$ cat src/rtl/seq_det_pkg.sv
// Shared types and transition function for the "1101" sequencing controller
// and its embedded Moore detector.
package seq_det_pkg;

   typedef enum logic [1:0] {
      IDLE  = 2'd0,
      SHIFT = 2'd1,
      FLUSH = 2'd2,
      DONE  = 2'd3
   } ctrl_state_e;

   typedef enum logic [2:0] {
      S0 = 3'd0,
      S1 = 3'd1,
      S2 = 3'd2,
      S3 = 3'd3,
      S4 = 3'd4
   } det_state_e;

   localparam logic [3:0] PATTERN = 4'b1101;

   // Overlapping Moore transitions; each state's "advance" bit is taken from PATTERN.
   function automatic det_state_e det_next(input det_state_e s, input logic x);
      det_state_e n;
      n = S0;
      case (s)
         S0:      n = (x == PATTERN[3]) ? S1 : S0;
         S1:      n = (x == PATTERN[2]) ? S2 : S0;
         S2:      n = (x == PATTERN[1]) ? S3 : S2;
         S3:      n = (x == PATTERN[0]) ? S4 : S0;
         S4:      n = x ? S2 : S0;
         default: n = S0;
      endcase
      return n;
   endfunction

endpackage

$ cat src/rtl/seq_det_ctrl_if.sv
// Word-level handshake and debug bundle between a word producer and seq_det_ctrl.
interface seq_det_ctrl_if #(
   parameter int WORD_W = 16,
   parameter int CNT_W  = 5
);
   logic              start;
   logic [WORD_W-1:0] din;
   logic              keep;
   logic              busy;
   logic              done;
   logic [CNT_W-1:0]  hit_cnt;
   logic              x;
   logic              z;
   logic [2:0]        det_state;

   modport master (
      output start, din, keep,
      input  busy, done, hit_cnt, x, z, det_state
   );

   modport slave (
      input  start, din, keep,
      output busy, done, hit_cnt, x, z, det_state
   );
endinterface

$ cat src/rtl/seq_det_ctrl_det1101_core.sv
// Bit-serial overlapping "1101" Moore detector; clr wins over en.
module det1101_core
   import seq_det_pkg::*;
(
   input  logic       clk,
   input  logic       reset,
   input  logic       en,
   input  logic       clr,
   input  logic       x,
   output logic       z,
   output logic [2:0] state
);

   det_state_e r_state;
   det_state_e w_nxt;

   always_comb begin
      w_nxt = r_state;
      if (clr)
         w_nxt = S0;
      else if (en)
         w_nxt = det_next(r_state, x);
   end

   always_ff @(posedge clk or negedge reset) begin
      if (!reset)
         r_state <= S0;
      else
         r_state <= w_nxt;
   end

   assign z     = (r_state == S4);
   assign state = r_state;

endmodule

$ cat src/rtl/seq_det_ctrl.sv
// Word-to-serial sequencer: shifts a latched word MSB-first into det1101_core
// and counts hits, reporting the total with a one-cycle done pulse.
module seq_det_ctrl
   import seq_det_pkg::*;
#(
   parameter int WORD_W = 16,
   parameter int CNT_W  = 5
) (
   input  logic          clk,
   input  logic          reset,
   seq_det_ctrl_if.slave bus
);

   localparam int                IDX_W    = $clog2(WORD_W);
   localparam logic [IDX_W-1:0]  IDX_LAST = IDX_W'(WORD_W - 1);

   ctrl_state_e       r_state;
   ctrl_state_e       w_nxt;
   logic [WORD_W-1:0] r_shreg;
   logic [IDX_W-1:0]  r_idx;
   logic [CNT_W-1:0]  r_cnt;

   logic       w_accept;
   logic       w_shift;
   logic       w_count;
   logic       w_z;
   logic [2:0] w_det;

   assign w_accept = (r_state == IDLE) && bus.start;
   assign w_shift  = (r_state == SHIFT);
   // The first SHIFT cycle's z belongs to the previous word (or S0), so skip it.
   assign w_count  = (w_shift && (r_idx != IDX_LAST)) || (r_state == FLUSH);

   always_comb begin
      w_nxt = r_state;
      case (r_state)
         IDLE:    if (bus.start) w_nxt = SHIFT;
         SHIFT:   if (r_idx == '0) w_nxt = FLUSH;
         FLUSH:   w_nxt = DONE;
         DONE:    w_nxt = IDLE;
         default: w_nxt = IDLE;
      endcase
   end

   always_ff @(posedge clk or negedge reset) begin
      if (!reset)
         r_state <= IDLE;
      else
         r_state <= w_nxt;
   end

   always_ff @(posedge clk or negedge reset) begin
      if (!reset) begin
         r_shreg <= '0;
         r_idx   <= '0;
         r_cnt   <= '0;
      end else if (w_accept) begin
         r_shreg <= bus.din;
         r_idx   <= IDX_LAST;
         r_cnt   <= '0;
      end else begin
         if (w_shift) begin
            r_shreg <= {r_shreg[WORD_W-2:0], 1'b0};
            if (r_idx != '0)
               r_idx <= r_idx - 1'b1;
         end
         if (w_count && w_z && (r_cnt != '1))
            r_cnt <= r_cnt + 1'b1;
      end
   end

   det1101_core u_core (
      .clk   (clk),
      .reset (reset),
      .en    (w_shift),
      .clr   (w_accept && !bus.keep),
      .x     (bus.x),
      .z     (w_z),
      .state (w_det)
   );

   assign bus.x         = w_shift ? r_shreg[WORD_W-1] : 1'b0;
   assign bus.busy      = (r_state != IDLE);
   assign bus.done      = (r_state == DONE);
   assign bus.hit_cnt   = r_cnt;
   assign bus.z         = w_z;
   assign bus.det_state = w_det;

endmodule

$ cat src/flat_wrapper.sv
// flat-port wrapper written by rule: the top's interface ports become plain ports
module seq_det_ctrl_flat import seq_det_pkg::*;
#(
   parameter int WORD_W = 16,
   parameter int CNT_W  = 5
)
  (clk, reset, bus_start, bus_din, bus_keep, bus_busy, bus_done, bus_hit_cnt, bus_x, bus_z, bus_det_state);
  seq_det_ctrl_if #(.WORD_W(WORD_W), .CNT_W(CNT_W)) bus_i ();
  input  logic clk;
  input  logic reset;
  input wire logic [$bits(bus_i.start)-1:0] bus_start;
  input wire logic [$bits(bus_i.din)-1:0] bus_din;
  input wire logic [$bits(bus_i.keep)-1:0] bus_keep;
  output wire logic [$bits(bus_i.busy)-1:0] bus_busy;
  output wire logic [$bits(bus_i.done)-1:0] bus_done;
  output wire logic [$bits(bus_i.hit_cnt)-1:0] bus_hit_cnt;
  output wire logic [$bits(bus_i.x)-1:0] bus_x;
  output wire logic [$bits(bus_i.z)-1:0] bus_z;
  output wire logic [$bits(bus_i.det_state)-1:0] bus_det_state;
  assign bus_i.start = bus_start;
  assign bus_i.din = bus_din;
  assign bus_i.keep = bus_keep;
  assign bus_busy = bus_i.busy;
  assign bus_done = bus_i.done;
  assign bus_hit_cnt = bus_i.hit_cnt;
  assign bus_x = bus_i.x;
  assign bus_z = bus_i.z;
  assign bus_det_state = bus_i.det_state;
  seq_det_ctrl #(.WORD_W(WORD_W), .CNT_W(CNT_W)) u_core (.clk(clk), .reset(reset), .bus(bus_i));
endmodule
$ cat config.mk
export PLATFORM = sky130hd
export DESIGN_NAME = seq_det_ctrl_flat
export DESIGN_NICKNAME = d
export VERILOG_FILES = /design/src/rtl/seq_det_pkg.sv /design/src/rtl/seq_det_ctrl_if.sv /design/src/rtl/seq_det_ctrl_det1101_core.sv /design/src/rtl/seq_det_ctrl.sv /design/src/flat_wrapper.sv
export SDC_FILE = /design/constraint.sdc
export NUM_CORES = 1
export LEC_CHECK = 0
export BUFFER_PORTS_ARGS = -buffer_cell sky130_fd_sc_hd__buf_2
export CAP_MARGIN = 20
export CORE_ASPECT_RATIO = 1.2
export CORE_MARGIN = 2
export CORE_UTILIZATION = 35
export CTS_CLUSTER_SIZE = 20
export DETAILED_ROUTE_END_ITERATION = 12
export PLACE_DENSITY_LB_ADDON = 0.08
export SYNTH_ARGS = -nofsm -noshare
export SYNTH_HDL_FRONTEND = slang
export SYNTH_SLANG_ARGS = --single-unit
$ cat constraint.sdc
create_clock -name clk -period 2.55 [get_ports clk]
set_input_delay 0.3825 -clock clk [delete_from_list [all_inputs] [get_ports clk]]
set_output_delay 0.3825 -clock clk [all_outputs]
set_load 0.02 [all_outputs]
# == Word-level counts from Yosys, hierarchy flattened ==
# Index checks and enable logic that the tools add are counted.
# op_classes
addsub,2
eq_ne,11
mux,18
n_reduce_logical,19
# ops
cell,count
$mux 16,2
$mux 4,3
$pmux 3 s4,1
$mux 5,2
$reduce_bool 2->1,5
$mux 3,3
$pmux 2 s4,1
$eq 3x2->1 const B,2
$mux 2,3
$add 5x1->5 const B,1
$logic_and 1x1->1,5
$ne 5x5->1 const B,1
$eq 2x2->1 const B,2
$logic_not 4->1,1
$ne 2x2->1 const B,2
$ne 4x4->1 const B,1
$reduce_and 2->1,2
$reduce_bool 4->1,1
$sub 4x1->4 const B,1
$eq 3x1->1 const B,1
$eq 3x3->1 const B,1
$logic_not 3->1,1
$mux 1,3
$eq 2x1->1 const B,1
4 further kinds,4
# totals
regBits,30
inputBits,20
out_inout_bits,12
wordCells,55

# == Depth between registers and ports, before layout ==
# Gate-level depths: netlist of the first run.
# logic_depth
ltp_word,7
depth_mapped,7
ltp_nobuf,6

# == Modules after synthesis ==
# From an unflattened synthesis of the first run, not the netlist that was laid out.
# unflattened
hier_cells,161
hier_area_um2,1634.1
# modules_own_cells
mod,instances,cells_per_inst,area_per_inst_um2,seq_area_each_um2
seq_det_ctrl,1,145,1457.6,675.6
det1101_core,1,16,176.4,75.1

# == Worst setup path after synthesis of the first run ==
# OpenSTA, ideal clock, no wires.
# synth_path
kind,register -> register
start,"reg u_core.r_cnt[0], in the netlist u_core.bus.hit_cnt[0]"
end,"reg u_core.r_cnt[0], in the netlist u_core.bus.hit_cnt[0]"
setup_ns,0.078
arrival_ns,2.081
t_required_ns,2.472
path_slack_ns,0.391
path_stages_with_launch,7
n_path_buf,0
synth_period_minus_slack_ns,2.159
cell_sequence,dfrtp_1 -> ha_1 -> and3_1 -> ha_1 -> or4b_4 -> or4_1 -> a21boi_1
# synth_between
elab_chain_len,3
elab_cells_between_ends,6
classes_between,add/sub: 1; eq/ne: 1; mux: 2; reduce/logical: 2
# synth_lines
item,line_no,text
"start, declared",seq_det_ctrl.sv:21,logic [CNT_W-1:0] r_cnt;
"start signal, assigned",seq_det_ctrl.sv:68,r_cnt <= r_cnt + 1'b1;
$add 5x1->5 or $ne 5x5->1 (tied branches),"seq_det_ctrl.sv:68, seq_det_ctrl.sv:67",
$mux 5 or $logic_and 1x1->1 (tied branches),seq_det_ctrl.sv:67,if (w_count && w_z && (r_cnt != '1))
$mux 5 or $reduce_bool 2->1 (tied branches),--,
# Several ways; a longest one is shown, not always the timed one. The select of a mux whose other input is x is not followed.
# A chain may end at the register's enable or synchronous reset.

# == Worst setup path after layout of the first run ==
# Ends and elaborated chain as after synthesis.

==> results of run 1 <==
power by group through the flow:
| stage | registers (mW) | logic (mW) | clock network [mW] |
|---|---|---|---|
| floorplan | 0.798 | 0.756 | 0 |
| global placement | 0.819 | 0.939 | 0 |
| detailed placement | 0.831 | 0.959 | 0 |
| CTS | 0.823 | 0.961 | 0.369 |
| global route | 0.852 | 1.07 | 0.393 |
| finish | 0.820 | 0.948 | 0.348 |
sequential cells by signal, indices dropped and copies added, names as in the netlist:
name / flops
u_core.r_state: 2
u_core.bus.hit_cnt: 5
u_core.u_core.state: 3
u_core.r_shreg: 16
u_core.r_idx: 4
synthesized netlist by cell type (all sizes together), types with 3 or more instances:
library cell  count  area, µm²
a21boi            4      30.03
a21oi            19      95.09
and3              5      31.28
and4b             3      30.03
buf               3      20.01
clkbuf            6      22.52
dfrtp            30      750.7
ha                9      112.6
inv               8      30.03
mux2i            17      170.2
nand2             8      30.03
nand2b            3      18.77
nand4             3      18.77
nor2             19      71.32
o21ai             4      20.02
o31ai             3      22.52
or3b              3      26.28
metrics by stage:
| step | cells | util (%) |
|---|---|---|
| after floorplan | 167 | - |
| after global placement | 250 | 40.85 |
| after detailed placement | 250 | 40.85 |
| after CTS | 257 | 42.51 |
| after global routing | 257 | 42.51 |
| final | 257 | 42.51 |
critical path, stage by stage, from the launching register on:
cell and delay [ns]:
sky130_fd_sc_hd__dfrtp_1 0.42, sky130_fd_sc_hd__ha_1 0.23, sky130_fd_sc_hd__and3_1 0.18, sky130_fd_sc_hd__ha_1 0.21, sky130_fd_sc_hd__or4b_4 0.51, sky130_fd_sc_hd__or4_1 0.41
sky130_fd_sc_hd__a21boi_1 0.14
path summary, 6_finish.rpt:
kind | depth (start not counted) | endpoint
min in group clk | 3 | u_core.r_shreg[10]
hold reg to reg | 1 | u_core.r_shreg[0]
setup / recovery | 6 | u_core.bus.hit_cnt[0]
setup reg to reg | 6 | u_core.bus.hit_cnt[0]
max in group asynchronous | 1 | u_core.r_shreg[9]
hold / removal | 1 | u_core.bus.hit_cnt[2]
layout make-up:
type	instances	share of cell area, %
multi-input cells	120	43.31
flip-flops and latches	30	38.44
repair buffers	34	9.097
clock buffers	7	3.908
well taps	58	3.716
inverters	8	1.537
cell usage in the layout, fill, tap and decap left out, types with 2 or more instances in the layout:
cell type / n
sky130_fd_sc_hd__dfrtp_1: 30
sky130_fd_sc_hd__mux2i_1: 17
sky130_fd_sc_hd__a2bb2oi_1: 2
sky130_fd_sc_hd__buf_4: 3
sky130_fd_sc_hd__clkbuf_8: 5
sky130_fd_sc_hd__and3_1: 5
sky130_fd_sc_hd__a21oi_1: 19
sky130_fd_sc_hd__clkbuf_1: 2
sky130_fd_sc_hd__nor2_1: 19
sky130_fd_sc_hd__nand4_1: 3
sky130_fd_sc_hd__o31ai_1: 3
sky130_fd_sc_hd__a21boi_0: 3
sky130_fd_sc_hd__or3b_2: 2
sky130_fd_sc_hd__nand4b_1: 2
sky130_fd_sc_hd__buf_2: 31
sky130_fd_sc_hd__nand2_1: 8
sky130_fd_sc_hd__o21ai_0: 4
sky130_fd_sc_hd__inv_1: 8
sky130_fd_sc_hd__and4b_1: 3
sky130_fd_sc_hd__ha_1: 9
sky130_fd_sc_hd__nand2b_1: 3
logic make-up after synthesis:
| kind of cell | Yosys count | share of synthesized area [%] |
|---|---|---|
| AND/OR/NAND/NOR | 56 | 19.42 |
| AO/OA/AOI/OAI | 37 | 13.64 |
| flip-flops | 30 | 44.98 |
| multiplexers | 18 | 10.87 |
| buffers and inverters | 17 | 4.347 |
| adder cells (fa/ha/maj) | 9 | 6.747 |
routing by layer:
layer  up-vias  share of wire, %  GRT usage [%]
li1        659                 -              -
met1       605                46          18.50
met2        25                47          22.87
met3         6               5.1          5.219
met4         0               1.3          4.286
met5         -                 0              0
==> impl_results.html, run 1 <==
<table>
<tr><th>Metric</th><th>Value</th></tr>
<tr><th colspan="2">Yosys</th></tr>
<tr><td>Syn avg cell area</td><td>9.995 µm²</td></tr>
<tr><td>Syn_nets</td><td>196</td></tr>
<tr><td>Share of flip-flops with an asynchronous set or reset</td><td>100.0%</td></tr>
<tr><td>Yosys reg bits</td><td>30</td></tr>
<tr><td>Synthesized cell area</td><td>1669 µm²</td></tr>
<tr><td>Prevailing post-synth register cell</td><td>sky130_fd_sc_hd__dfrtp_1</td></tr>
<tr><td>Number of distinct library cells after synthesis</td><td>39</td></tr>
<tr><td>Register area share after synthesis</td><td>44.98%</td></tr>
<tr><td>Syn Inst Count</td><td>167</td></tr>
<tr><td>Number of synthesized flops with an enable pin</td><td>0</td></tr>
<tr><td>Yosys warnings</td><td>0</td></tr>
<tr><th colspan="2">Floorplanning</th></tr>
<tr><td>Core area</td><td>4594 µm²</td></tr>
<tr><td>Die height</td><td>79.65 µm</td></tr>
<tr><td>Num ports</td><td>32</td></tr>
<tr><td>Row cnt</td><td>27</td></tr>
<tr><td>Die footprint</td><td>5340 µm²</td></tr>
<tr><td>Starting density of the core</td><td>36.33%</td></tr>
<tr><td>Horiz. Die Dim</td><td>67.04 µm</td></tr>
<tr><th colspan="2">Route</th></tr>
<tr><td>Length of the first detailed-routing pass in iterations</td><td>4</td></tr>
<tr><td>Wirelength per Cell</td><td>13.58 µm</td></tr>
<tr><td>Number of antenna-violating nets in the routed design</td><td>0</td></tr>
<tr><td>Vias per inst</td><td>5.039</td></tr>
<tr><td>Total Wirelength</td><td>3489 µm</td></tr>
<tr><td>Via count</td><td>1,295</td></tr>
<tr><td>Iteration-0 DRC count of the detailed router</td><td>52</td></tr>
<tr><td>Drc violations</td><td>0</td></tr>
<tr><th colspan="2">Timing</th></tr>
<tr><td>Unrepaired setup endpoints after global routing</td><td>no</td></tr>
<tr><td>Period utilisation layout</td><td>85.01%</td></tr>
<tr><td>Final-report max-slew violation count</td><td>0</td></tr>
<tr><td>Tightest slew margin relative to the limit</td><td>53.84%</td></tr>
<tr><td>Worst-Margin Slew</td><td>0.6924 ns</td></tr>
<tr><td>Final Critical Period</td><td>2.168 ns</td></tr>
<tr><td>Post-route worst hold slack</td><td>0.1480 ns</td></tr>
<tr><td>Highest clock rate</td><td>461.3 MHz</td></tr>
<tr><td>Worst setup margin</td><td>0.3824 ns</td></tr>
<tr><td>Final setup fails</td><td>0</td></tr>
<tr><td>Max Clock Skew</td><td>0.003548 ns</td></tr>
<tr><td>Hold violation count in the final report</td><td>0</td></tr>
<tr><td>Setup TNS</td><td>0 ns</td></tr>
<tr><th colspan="2">Placement</th></tr>
<tr><td>Placed instance area</td><td>1877 µm²</td></tr>
<tr><td>Count of buffers inserted at the top-level ports</td><td>31</td></tr>
<tr><td>Final weighted congestion of routability-driven global placement</td><td>0.8000</td></tr>
<tr><td>Sum of net half-perimeters after detailed placement</td><td>2473 µm</td></tr>
<tr><td>Worst setup slack before clock tree synthesis</td><td>0.3970 ns</td></tr>
<tr><th colspan="2">Finish</th></tr>
<tr><td>Final net count</td><td>228</td></tr>
<tr><td>Cell area after layout</td><td>1953 µm²</td></tr>
<tr><td>Share of final-layout standard cells stronger than drive strength 1</td><td>23.12%</td></tr>
<tr><td>Area growth from synthesis to layout</td><td>17.02%</td></tr>
<tr><td>Register Area</td><td>750.7 µm²</td></tr>
<tr><td>Combined area of the multi-input logic cells</td><td>845.8 µm²</td></tr>
<tr><td>Number of antenna repair diodes</td><td>0</td></tr>
<tr><td>Total of fill cells in the finished design</td><td>496</td></tr>
<tr><th colspan="2">CTS</th></tr>
<tr><td>Post-CTS Setup Repair Bufs</td><td>0</td></tr>
<tr><td>CTS H-Tree Depth</td><td>2</td></tr>
<tr><td>Latest clock arrival within the worst-skew pair</td><td>0.27 ns</td></tr>
<tr><td>CTS max path bufs</td><td>2</td></tr>
<tr><td>Clock-pin slew of the registers on the worst-case setup and hold paths</td><td>0.06 ns</td></tr>
<tr><td># hold bufs at CTS</td><td>0</td></tr>
<tr><td>Post-CTS Resized</td><td>0</td></tr>
<tr><td>Master cell of the clock root buffer</td><td>sky130_fd_sc_hd__clkbuf_8</td></tr>
<tr><td>Clock tree from TritonCTS</td><td>done</td></tr>
<tr><td>CTS sink count</td><td>30</td></tr>
<tr><td>Num CTS Buffers</td><td>5</td></tr>
<tr><th colspan="2">Flow run</th></tr>
<tr><td>Number of maximum-capacitance violations</td><td>0</td></tr>
<tr><th colspan="2">Setup path</th></tr>
<tr><td>Critical setup path kind</td><td>reg2reg</td></tr>
<tr><td>Arrival time worst endpoint</td><td>2.37 ns</td></tr>
<tr><td>Kind of capture point of the worst setup path</td><td>register</td></tr>
<tr><td>Data required, critical path</td><td>2.75 ns</td></tr>
<tr><td>CP Launch Type</td><td>register</td></tr>
<tr><td>Crit. Startpoint</td><td>u_core.bus.hit_cnt[0]</td></tr>
<tr><td>Worst flop-to-flop path startpoint</td><td>u_core.bus.hit_cnt[0]</td></tr>
<tr><td>Worst R2R Setup Slack</td><td>0.38 ns</td></tr>
<tr><td>Critical-path maximum fanout</td><td>5</td></tr>
<tr><th colspan="2">Global route</th></tr>
<tr><td>Antenna violations before repair</td><td>0</td></tr>
<tr><td>Global-route wire length before repair</td><td>5837 µm</td></tr>
<tr><td>Via count of the first global-routing pass</td><td>1,236</td></tr>
<tr><td>Congestion Overflow GR</td><td>0</td></tr>
<tr><td>Global routing usage summed across all routing layers</td><td>14.52%</td></tr>
<tr><td>Maximum number of pins on one net before global-route repair</td><td>31</td></tr>
<tr><th colspan="2">Pwr</th></tr>
<tr><td>Switch share</td><td>39.39%</td></tr>
<tr><td>Switching power</td><td>0.8338 mW</td></tr>
<tr><td>Combinational share of power</td><td>44.8%</td></tr>
<tr><td>IR drop worst, VDD</td><td>0.5193 mV</td></tr>
<tr><td>Power Dens Cells</td><td>1084 nW/µm²</td></tr>
<tr><td>Internal power of the cells</td><td>1.283 mW</td></tr>
<tr><td>Leakage power summed over all cells</td><td>0.9463 nW</td></tr>
<tr><td>Flop pwr share</td><td>38.8%</td></tr>
<tr><td>Share of total power in the clock network</td><td>16.5%</td></tr>
<tr><td>Power, Total</td><td>2.117 mW</td></tr>
<tr><th colspan="2">Min path</th></tr>
<tr><td>Hold crit path type</td><td>in2async</td></tr>
<tr><th colspan="2">Run status</th></tr>
<tr><td>Outcome</td><td>complete, no violations</td></tr>
</table>
No activity file was read; power rests on OpenSTA's default activity.
==> run 2, diff against run 1 <==
BUFFER_PORTS_ARGS = not set   (was -buffer_cell sky130_fd_sc_hd__buf_2)
CORE_MARGIN = not set   (was 2)
DONT_BUFFER_PORTS = 1   (was not set)
==> impl_results.html, run 2 (synthesis results as in run 1) <==
<table>
<tr><th>Metric</th><th>Value</th></tr>
<tr><th colspan="2">Run status</th></tr>
<tr><td>Outcome</td><td>complete, no violations</td></tr>
<tr><th colspan="2">Min path</th></tr>
<tr><td>Count of cells along the worst hold path</td><td>1</td></tr>
<tr><td>Hold Path Sink</td><td>u_core.u_core.state[1]</td></tr>
<tr><td>Hold crit path type</td><td>in2reg</td></tr>
<tr><td>Worst hold path startpoint</td><td>bus_keep</td></tr>
<tr><th colspan="2">Route</th></tr>
<tr><td>Wirelength per Cell</td><td>14.82 µm</td></tr>
<tr><td>Length of the first detailed-routing pass in iterations</td><td>4</td></tr>
<tr><td>Number of antenna-violating nets in the routed design</td><td>0</td></tr>
<tr><td>Via count</td><td>1,226</td></tr>
<tr><td>Iteration-0 DRC count of the detailed router</td><td>83</td></tr>
<tr><td>Vias per inst</td><td>5.354</td></tr>
<tr><td>Drc violations</td><td>0</td></tr>
<tr><td>Total Wirelength</td><td>3393 µm</td></tr>
<tr><th colspan="2">CTS</th></tr>
<tr><td>Num CTS Buffers</td><td>5</td></tr>
<tr><td>Clock tree from TritonCTS</td><td>done</td></tr>
<tr><td>Clock-pin slew of the registers on the worst-case setup and hold paths</td><td>0.06 ns</td></tr>
<tr><td>Post-CTS Resized</td><td>0</td></tr>
<tr><td>CTS H-Tree Depth</td><td>2</td></tr>
<tr><td>Post-CTS Setup Repair Bufs</td><td>0</td></tr>
<tr><td>CTS sink count</td><td>30</td></tr>
<tr><td>CTS max path bufs</td><td>2</td></tr>
<tr><td>Latest clock arrival within the worst-skew pair</td><td>0.28 ns</td></tr>
<tr><td>Master cell of the clock root buffer</td><td>sky130_fd_sc_hd__clkbuf_8</td></tr>
<tr><th colspan="2">Floorplanning</th></tr>
<tr><td>Die footprint</td><td>5050 µm²</td></tr>
<tr><td>Horiz. Die Dim</td><td>65.04 µm</td></tr>
<tr><td>Core area</td><td>4594 µm²</td></tr>
<tr><td>Starting density of the core</td><td>36.33%</td></tr>
<tr><td>Die height</td><td>77.65 µm</td></tr>
<tr><td>Num ports</td><td>32</td></tr>
<tr><td>Row cnt</td><td>27</td></tr>
<tr><th colspan="2">Timing</th></tr>
<tr><td>Highest clock rate</td><td>436.9 MHz</td></tr>
<tr><td>Setup TNS</td><td>0 ns</td></tr>
<tr><td>Final Critical Period</td><td>2.289 ns</td></tr>
<tr><td>Hold violation count in the final report</td><td>0</td></tr>
<tr><td>Final setup fails</td><td>0</td></tr>
<tr><td>Unrepaired setup endpoints after global routing</td><td>no</td></tr>
<tr><td>Tightest slew margin relative to the limit</td><td>65.07%</td></tr>
<tr><td>Final-report max-slew violation count</td><td>0</td></tr>
<tr><td>Max Clock Skew</td><td>0.005332 ns</td></tr>
<tr><td>Worst-Margin Slew</td><td>0.5166 ns</td></tr>
<tr><td>Period utilisation layout</td><td>89.76%</td></tr>
<tr><th colspan="2">Finish</th></tr>
<tr><td>Number of flip-flops in the largest register</td><td>16</td></tr>
<tr><td>Area growth from synthesis to layout</td><td>10.87%</td></tr>
<tr><td>Most flop-heavy register</td><td>u_core.r_shreg</td></tr>
<tr><td>Number of antenna repair diodes</td><td>0</td></tr>
<tr><td>Most common cell after layout, fill and taps aside</td><td>sky130_fd_sc_hd__dfrtp_1</td></tr>
<tr><td>Final net count</td><td>200</td></tr>
<tr><td>Share of final-layout standard cells stronger than drive strength 1</td><td>11.11%</td></tr>
<tr><td>Top library cells by usage in the layout, fill and taps aside</td><td>30 x sky130_fd_sc_hd__dfrtp_1, 19 x sky130_fd_sc_hd__nor2_1, 19 x sky130_fd_sc_hd__a21oi_1, 17 x sky130_fd_sc_hd__mux2i_1, 9 x sky130_fd_sc_hd__ha_1</td></tr>
<tr><th colspan="2">Placement</th></tr>
<tr><td>Count of buffers inserted at the top-level ports</td><td>0</td></tr>
<tr><td>Final weighted congestion of routability-driven global placement</td><td>0.8707</td></tr>
<tr><td>Sum of net half-perimeters after detailed placement</td><td>2298 µm</td></tr>
<tr><th colspan="2">Setup path</th></tr>
<tr><td>Kind of capture point of the worst setup path</td><td>register</td></tr>
<tr><td>Critical-path maximum fanout</td><td>4</td></tr>
<tr><td>Worst R2R Setup Slack</td><td>0.26 ns</td></tr>
<tr><td>Depth of the most critical reg-to-reg path</td><td>6</td></tr>
<tr><td>Worst flop-to-flop path startpoint</td><td>u_core.bus.hit_cnt[1]</td></tr>
<tr><td>Arrival time worst endpoint</td><td>2.49 ns</td></tr>
<tr><td>Critical setup path kind</td><td>reg2reg</td></tr>
<tr><td>CP Launch Type</td><td>register</td></tr>
<tr><td>Capture point of the worst reg-to-reg path</td><td>u_core.bus.hit_cnt[0]</td></tr>
<tr><td>Data required, critical path</td><td>2.76 ns</td></tr>
<tr><th colspan="2">Pwr</th></tr>
<tr><td>IR drop worst, VDD</td><td>0.4449 mV</td></tr>
<tr><td>Internal power of the cells</td><td>1.262 mW</td></tr>
<tr><td>Switching power</td><td>0.8403 mW</td></tr>
<tr><td>Power, Total</td><td>2.102 mW</td></tr>
<tr><td>Leakage power summed over all cells</td><td>0.8430 nW</td></tr>
<tr><td>Flop pwr share</td><td>39.8%</td></tr>
<tr><td>Power Dens Cells</td><td>1136 nW/µm²</td></tr>
<tr><td>Share of total power in the clock network</td><td>17.2%</td></tr>
<tr><td>Combinational share of power</td><td>42.9%</td></tr>
<tr><td>Switch share</td><td>39.97%</td></tr>
<tr><th colspan="2">Global route</th></tr>
<tr><td>Congestion Overflow GR</td><td>0</td></tr>
<tr><td>Global-route wire length before repair</td><td>5782 µm</td></tr>
<tr><td>Maximum number of pins on one net before global-route repair</td><td>34</td></tr>
<tr><td>Global routing usage summed across all routing layers</td><td>14.81%</td></tr>
<tr><td>Antenna violations before repair</td><td>0</td></tr>
<tr><td>Via count of the first global-routing pass</td><td>1,272</td></tr>
<tr><th colspan="2">Flow run</th></tr>
<tr><td>Number of maximum-capacitance violations</td><td>0</td></tr>
</table>
[run 2: metrics by stage]
stage	instances	setup WS [ns]	hold slack [ns]	utilization [%]	cell area, µm²
finish	229	0.2612	0.2497	40.28	1851
global route	229	0.1764	0.2398	40.28	1851
CTS	229	0.2676	0.2411	40.28	1851
detailed placement	220	0.2856	0.08764	37.91	1742
global placement	220	0.3581	0.08752	37.91	1742
floorplan	167	0.3912	0.08691	-	1669
[run 2: layout make-up]
type / instances / area [µm²]
fill: 493 / 2744
multi-input combinational: 120 / 845.8
sequential: 30 / 750.7
timing repair buffer: 6 / 72.57
tap: 58 / 72.57
clock buffer: 5 / 68.82
inverter: 8 / 30.03
clock inverter: 2 / 10.01
[run 2: routing by layer]
layer / wire [µm] / vias to the layer above / part of all wire (%) / GRT usage, %
met4: 57 / 0 / 1.7 / 5.870
met2: 1508 / 26 / 44 / 23.02
li1: - / 607 / - / -
met3: 200 / 5 / 5.9 / 5.294
met1: 1627 / 588 / 48 / 18.50
met5: 0 / - / 0 / 0
[run 2: power by group through the flow]
stage	Clock, mW	Sequential (mW)	Combinational [mW]
final	0.362	0.838	0.902
after floorplan	0	0.798	0.756
after CTS	0.379	0.840	0.914
after detailed placement	0	0.848	0.897
after global routing	0.394	0.870	1.03
after global placement	0	0.842	0.876
[run 2: worst max path at each step]
stage / slack [ns] / from / depth (start not counted) / to
after floorplan: 0.39 / u_core.bus.hit_cnt[0] / 6 / u_core.bus.hit_cnt[0]
after global placement: 0.36 / u_core.bus.hit_cnt[1] / 6 / u_core.bus.hit_cnt[0]
after CTS: 0.27 / u_core.bus.hit_cnt[1] / 6 / u_core.bus.hit_cnt[0]
after global routing: 0.18 / u_core.bus.hit_cnt[1] / 6 / u_core.bus.hit_cnt[0]
after detailed placement: 0.29 / u_core.bus.hit_cnt[1] / 6 / u_core.bus.hit_cnt[0]
final: 0.26 / u_core.bus.hit_cnt[1] / 6 / u_core.bus.hit_cnt[0]
[run 2: repair_timing]
| item | 4_1_cts | 5_1_grt |
|---|---|---|
| setup endpoints to repair | 0 | 0 |
| hold buffers | 2 | 0 |
| hold endpoints to repair | 30 | 0 |
[run 2: critical path, cell delays in order, from the launching register on]
cell                       delay (ns)
sky130_fd_sc_hd__dfrtp_1         0.49
sky130_fd_sc_hd__ha_1            0.25
sky130_fd_sc_hd__and3_1          0.19
sky130_fd_sc_hd__ha_1            0.20
sky130_fd_sc_hd__or4b_4          0.51
sky130_fd_sc_hd__or4_1           0.43
sky130_fd_sc_hd__a21boi_1        0.15
